===== src/rtl/idex_pipe_reg.sv =====
// Elastic ID/EX pipeline register: valid/ready on both sides, 2-entry skid, sync flush.
// Optional IDEX_ZERO_BUBBLE_EN: main payload is zeroed whenever EX_Valid goes low.
module idex_pipe_reg #(
  parameter int DATA_W = 32,
  parameter int REG_W  = 5,
  parameter int CTRL_W = 10
) (
  input  logic              Clk,
  input  logic              Rst_n,
  input  logic              Flush,
  input  logic              ID_Valid,
  output logic              ID_Ready,
  input  logic [CTRL_W-1:0] ID_Ctrl,
  input  logic [DATA_W-1:0] ID_ReadData1,
  input  logic [DATA_W-1:0] ID_ReadData2,
  input  logic [DATA_W-1:0] ID_immExt,
  input  logic [DATA_W-1:0] ID_sa,
  input  logic [REG_W-1:0]  ID_rt,
  input  logic [REG_W-1:0]  ID_rd,
  output logic              EX_Valid,
  input  logic              EX_Ready,
  output logic [CTRL_W-1:0] EX_Ctrl,
  output logic [DATA_W-1:0] EX_ReadData1,
  output logic [DATA_W-1:0] EX_ReadData2,
  output logic [DATA_W-1:0] EX_immExt,
  output logic [DATA_W-1:0] EX_sa,
  output logic [REG_W-1:0]  EX_rt,
  output logic [REG_W-1:0]  EX_rd
);

  localparam int PAY_W = CTRL_W + 4*DATA_W + 2*REG_W;

  localparam logic [1:0] S_EMPTY = 2'd0;
  localparam logic [1:0] S_ONE   = 2'd1;
  localparam logic [1:0] S_FULL  = 2'd2;

  logic [1:0]       state_q, state_d;
  logic [PAY_W-1:0] main_q, main_d;
  logic [PAY_W-1:0] skid_q, skid_d;
  logic             valid_q, ready_q;
  logic [PAY_W-1:0] id_pay;
  logic             in_xfer, out_xfer;

  assign id_pay   = {ID_Ctrl, ID_ReadData1, ID_ReadData2, ID_immExt, ID_sa, ID_rt, ID_rd};
  assign in_xfer  = ID_Valid & ready_q;
  assign out_xfer = valid_q & EX_Ready;

  always_comb begin
    state_d = state_q;
    main_d  = main_q;
    skid_d  = skid_q;
    case (state_q)
      S_EMPTY: begin
        if (in_xfer) begin
          state_d = S_ONE;
          main_d  = id_pay;
        end
      end
      S_ONE: begin
        if (in_xfer && out_xfer) begin
          main_d = id_pay;
        end else if (in_xfer) begin
          state_d = S_FULL;
          skid_d  = id_pay;
        end else if (out_xfer) begin
          state_d = S_EMPTY;
        end
      end
      S_FULL: begin
        if (out_xfer) begin
          state_d = S_ONE;
          main_d  = skid_q;
        end
      end
      default: state_d = S_EMPTY;
    endcase
    // Flush discards any same-cycle capture; the held main value is kept.
    if (Flush) begin
      state_d = S_EMPTY;
      main_d  = main_q;
      skid_d  = skid_q;
    end
`ifdef IDEX_ZERO_BUBBLE_EN
    if (state_d == S_EMPTY) begin
      main_d = '0;
    end
`endif
  end

  always_ff @(posedge Clk) begin
    if (!Rst_n) begin
      state_q <= S_EMPTY;
      main_q  <= '0;
      skid_q  <= '0;
      valid_q <= 1'b0;
      ready_q <= 1'b1;
    end else begin
      state_q <= state_d;
      main_q  <= main_d;
      skid_q  <= skid_d;
      valid_q <= (state_d != S_EMPTY);
      ready_q <= (state_d != S_FULL);
    end
  end

  assign EX_Valid = valid_q;
  assign ID_Ready = ready_q;
  assign {EX_Ctrl, EX_ReadData1, EX_ReadData2, EX_immExt, EX_sa, EX_rt, EX_rd} = main_q;

endmodule

===== config.mk =====
export PLATFORM = sky130hd
export DESIGN_NAME = idex_pipe_reg
export DESIGN_NICKNAME = d
export VERILOG_FILES = /design/src/rtl/idex_pipe_reg.sv
export SDC_FILE = /design/constraint.sdc
export NUM_CORES = 1
export LEC_CHECK = 0
export CAP_MARGIN = 20
export CORE_ASPECT_RATIO = 0.7
export CORE_UTILIZATION = 63
export DETAILED_ROUTE_END_ITERATION = 6
export DONT_BUFFER_PORTS = 1
export PLACE_DENSITY = 0.86
export SLEW_MARGIN = 40
export SYNTH_ARGS = -nofsm -noshare
export SYNTH_HDL_FRONTEND = slang
export SYNTH_SLANG_ARGS = --single-unit
export TNS_END_PERCENT = 20

===== constraint.sdc =====
create_clock -name Clk -period 4.45 [get_ports Clk]
set_input_delay 0.445 -clock Clk [delete_from_list [all_inputs] [get_ports Clk]]
set_output_delay 0.445 -clock Clk [all_outputs]
set_load 0.005 [all_outputs]

==> results of run 1 <==
[through the flow]
step                hold slack (ps)  setup slack (ps)
floorplan                       428              2730
CTS                            38.9              2170
global placement                434              2310
global route                   43.2              2140
detailed placement              439              2240
finish                         51.8              2290
[worst paths after layout]
check	start	to	slack [ps]	depth (start not counted)
setup reg to reg	state_q[0]	main_q[20]	2290	6
setup / recovery	state_q[0]	main_q[20]	2290	6
hold reg to reg	skid_q[25]	skid_q[25]	450	2
hold / removal	ID_ReadData2[3]	skid_q[77]	50	2
[state kept, by name, indices dropped and copies added (netlist names)]
| name | count |
|---|---|
| ID_Ready | 1 |
| skid_q | 148 |
| state_q | 2 |
| main_q | 148 |
| EX_Valid | 1 |
[cells by family (layout without fill, tap and decap cells)]
logic type | after synthesis | after routing | share of synthesized area
AO/OA/AOI/OAI | 301 | 301 | 0.184
buffers and inverters | 132 | 55 | 0.0492
flip-flops | 300 | 300 | 0.489
multiplexers | 148 | 148 | 0.121
AND/OR/NAND/NOR | 455 | 455 | 0.158
[power by group through the flow]
stage	combinational, mW	sequential [mW]	clock (mW)
final	0.291	2.92	2.48
after global routing	0.325	2.93	2.62
after CTS	0.293	2.92	2.51
after detailed placement	0.290	2.98	0
after global placement	0.274	2.98	0
after floorplan	0.308	2.94	0
[metal layers]
layer | wire length, um | vias up
li1 | - | 4492
met3 | 3060 | 68
met4 | 913 | 0
met2 | 12000 | 315
met1 | 10700 | 4312
met5 | 0 | -
[cell type report]
class	instances	area (sq um)	share of cell area
Tap cell	264	330	0.0252
Clock buffer	40	825	0.0629
Inverter	1	3.75	0.000286
Sequential cell	300	6010	0.458
Clock inverter	7	135	0.0103
Timing Repair Buffer	7	118	0.00897
Multi-Input combinational cell	904	5700	0.434
[Yosys cell counts]
library cell	count	area, sq um
inv_1	1	3.75
or2_1	1	6.26
nand3b_1	1	7.51
buf_4	14	105
nand2_1	298	1120
clkbuf_1	66	248
mux2i_1	148	1480
o211a_1	148	1480
and3b_1	1	8.76
nor4b_4	1	23.8
nand3_1	148	741
nor2_1	1	3.75
nor2b_1	1	6.26
buf_2	45	225
o21ai_0	137	686
dfxtp_1	300	6010
a221oi_2	1	15.0
nand2b_1	2	12.5
buf_1	6	22.5
a31oi_1	1	6.26
a21boi_0	1	7.51
o21ai_1	13	65.1
nand4b_1	1	8.76
[layout by cell type, fill, tap and decap left out, types with 2 or more instances in the layout]
cell	count
nand2_1	298
o211a_1	148
mux2i_1	148
bufinv_16	4
clkbuf_1	3
buf_6	2
clkbuf_8	10
dfxtp_1	300
o21ai_1	13
clkinv_2	3
buf_12	3
o21ai_0	137
clkbuf_16	27
nand3_1	148
==> flow_summary.yaml, run 1 <==
placement:
  place_area_sq_um: 12100
  portBuffers: 0
  hpwl_um: 16100
  place.gp.congestion: 0.764
  dp_cells: 1476
critical_path:
  crit_buf_inv: 2
  slowest_stage: "buf_16"
  critical_path_class: "reg -> reg"
  crit_arrival_ps: 2570
  crit_chain: "nand2b_4 > buf_12 > buf_16 > mux2i_1 > nand2_1 > o211a_1"
  crit_required_ps: 4860
  endpoint_kind: "register"
  slowest_delay_ps: 460
  critPathTopFamily: "buffers and inverters"
  cp_max_fo: 77
  start_kind: "register"
die:
  row_count: 42
  coreArea_sq_um: 19000
  fp.dieArea_sq_um: 20100
  initial_utilization: 0.646
  die_w_um: 169
  boundaryPins: 303
  die_y_um: 119
status:
  status: "finished clean"
pwr:
  p_int_mw: 4.46
  combPwrFrac: 0.051
  p_switching_mw: 1.23
  clkPwrFrac: 0.436
  peakVddDrop_v: 0.000280
  p_sw_frac: 0.216
  p_seq_frac: 0.513
  power_density_nw_per_um2: 434
  cellLeakagePower_nw: 7.05
  power_mw: 5.69
timing:
  rsz0062_at_grt: "false"
  period_share: 0.485
  worst_slew_pin_slew_ps: 849
  fmax_mhz: 463
  max_slew_margin: 0.434
  fin_crit_ps: 2160
  maxSlewViolCount: 0
  fin_skew_ps: 13.7
  timing.final.hold_violations: 0
  setup_tns_ps: 0
  finalSetupViolations: 0
clock_tree:
  ctsResizeCount: 0
  cts_buffers: 27
  tritoncts: "built"
  h-tree-depth: 1
  clock-sinks: 300
  cts_buffer_depth: 3
  insertion_delay_ps: 530
  cts-root-buf: "clkbuf_16"
  cts_hold_buffers: 0
  clk_pin_slew_ps: 70
  cts_setup_buffers: 0
finish:
  fin_nets: 1394
  final_area_sq_um: 13100
  drive_above_1_share: 0.0429
  final_cells: 1523
  final_util: 0.689
  diodes: 0
  syn_to_final_growth_pct: 6.72
  nFillCells: 1433
global_routing:
  grt_usage: 0.254
  antenna_found_initial: 0
  grt_max_degree: 448
  met3_usage: 0.107
  use_met2: 0.400
  grt_first_pass_wirelength_um: 42300
  met1_usage: 0.312
  grt_overflow: 0
  grt_pass1_vias: 8407
  top_usage_layer: "met2"
yosys:
  synthDistinctLibCells: 23
  synth_area_sq_um: 12300
  yosys_warnings: 0
  yosysSeqAreaShare: 0.489
  ys_seq_elements: 300
  syn-num-nets: 1489
  synth_cells: 1336
  syn-mean-instance-area_sq_um: 9.20
worst_hold_path:
  hold_path.class: "in -> reg"
routing:
  vias: 9187
  wl_um: 26700
  drtIter0Drc: 822
  drt-pass1-iter-count: 5
  wl_per_cell_um: 17.5
  drc: 0
  antenna_left: 0
  viasPerCell: 6.03
job:
  maxCapViolCount: 0
Note: power is estimated with default switching activity, not from simulation.
==> run 2, diff against run 1 <==
clock period = 2 ns   (was 4.45 ns; I/O delays follow)
==> run 2 against run 1 <==
Effect of this change:
- the flow now finishes with violations (hold timing)
- flip-flop and latch count unchanged
- combinational power grew to 3.7 times the previous value
- routed wire length grew 45%
- clock power up 130%
- sequential power rose by 120%
- via count grew 23%
- critical path depth did not move
- register-to-register slack worse by 2200 ps
- clock-buffer cell count up 5
- critical path type unchanged
- critical endpoint is now main_q[138]
==> flow_summary.yaml, run 2 (synthesized netlist as in run 1, its figures left out) <==
status:
  status: "finished, violations left"
  violations: "hold timing"
finish:
  reg_top3: "main_q x148, skid_q x148, state_q x2"
  fin_nets: 1628
  drive_above_1_share: 0.0481
  ff_latch_area_sq_um: 6010
  final_cells: 1765
  final_area_sq_um: 15500
  nFillCells: 940
  layout_commonest_cell: "dfxtp_1"
  multi_input_area_sq_um: 5700
  layout_common_cells: "300 x dfxtp_1, 298 x nand2_1, 215 x dlygate4sd3_1"
  syn_to_final_growth_pct: 26.5
pwr:
  cellLeakagePower_nw: 7.90
  power_mw: 13.3
  peakVddDrop_v: 0.000989
  power_density_nw_per_um2: 858
global_routing:
  antenna_found_initial: 4
  met1_usage: 0.378
  grt_max_degree: 448
  grt_usage: 0.340
  grt_pass1_vias: 10800
  use_met2: 0.599
  grt_first_pass_wirelength_um: 55400
  top_usage_layer: "met2"
  met3_usage: 0.0984
  grt_overflow: 0
critical_path:
  crit_arrival_ps: 2360
  crit_required_ps: 2410
  start_kind: "register"
  rr_worst_depth: 6
  endpoint_kind: "register"
  critical_path_class: "reg -> reg"
  cp_max_fo: 50
clock_tree:
  tritoncts: "built"
  cts_setup_buffers: 0
  cts_buffers: 28
  clk_pin_slew_ps: 70
  insertion_delay_ps: 530
  cts-root-buf: "clkbuf_16"
  cts_buffer_depth: 3
  clock-sinks: 300
  h-tree-depth: 1
timing:
  fin_crit_ps: 1950
  finalWorstSetupSlack_ps: 49.2
  period_share: 0.975
  max_slew_margin: 0.617
  worst_slew_pin_slew_ps: 574
  setup_tns_ps: 0
  maxSlewViolCount: 0
  fin_skew_ps: 18.4
  fin_hold_ws_ps: -170
  fmax_mhz: 513
  timing.final.hold_violations: 27
  finalSetupViolations: 0
die:
  coreArea_sq_um: 19000
  initial_utilization: 0.646
  fp.dieArea_sq_um: 20100
  die_y_um: 119
  die_w_um: 169
  boundaryPins: 303
  row_count: 42
placement:
  portBuffers: 0
  hpwl_um: 17400
  place_area_sq_um: 12400
  dp_cells: 1494
  place.gp.congestion: 0.767
  place_ws_ps: 165
routing:
  drc: 0
  wl_per_cell_um: 21.9
  drtIter0Drc: 1294
  antenna_left: 0
  wl_um: 38600
  drt-pass1-iter-count: 6
  viasPerCell: 6.41
  vias: 11300
worst_hold_path:
  min_delay_path_depth: 1
  hold_path.class: "in -> reg"
job:
  maxCapViolCount: 0
## run 2: cell types whose count changed in the layout (fill, tap and decap cells not counted), sizes merged
cell	previous run	this run
clkbuf	40	45
dlygate4sd3	0	215
clkinvlp	0	1
buf	7	25
bufinv	4	3
diode	0	4
## run 2: cell type report
cell class	count	area share
flip-flops and latches	300	0.386
multi-input cells	904	0.366
repair buffers	240	0.162
clock buffers	45	0.0557
well taps	264	0.0212
clock inverters	7	0.00724
diodes	4	0.000644
inverters	1	0.000241
## run 2: worst max-delay path, stage by stage, from the launching register on
cell and delay, ps:
dfxtp_1 350, or2_1 260, a221oi_4 380, buf_4 270, buf_12 250, nand2_1 130
o211a_1 160
## run 2: routing by layer
metal	wire length (um)	share of wire
met2	18700	0.48
met4	2040	0.053
met1	14200	0.37
met5	0	0
met3	3720	0.096
## run 2: per-stage QoR
stage | util | hold WS (ps)
3_3_place_gp | 0.652 | 332
4_1_cts | 0.801 | -201
3_5_place_dp | 0.652 | 339
6_report | 0.817 | -170
5_1_grt | 0.817 | -204
2_1_floorplan | - | 330
## run 2: timing repair
item                                    in CTS  in global routing
gates resized for setup                      0                  1
hold buffers                               185                 30
hold endpoints to repair                   300                282
endpoints found under the setup margin       0                  1
## run 2: final timing paths
kind	from	end	slack, ps
worst max-delay path	state_q[1]	main_q[138]	50
worst min register to register	skid_q[55]	skid_q[55]	460
worst min-delay path	Rst_n	main_q[141]	-170
worst max register to register	state_q[1]	main_q[138]	50
## run 2: power breakdown
part	total (mW)	internal [mW]	switching (mW)
sequential	6.53	6.26	0.266
combinational	1.09	0.561	0.526
clock	5.72	3.35	2.38
total	13.3	10.2	3.17
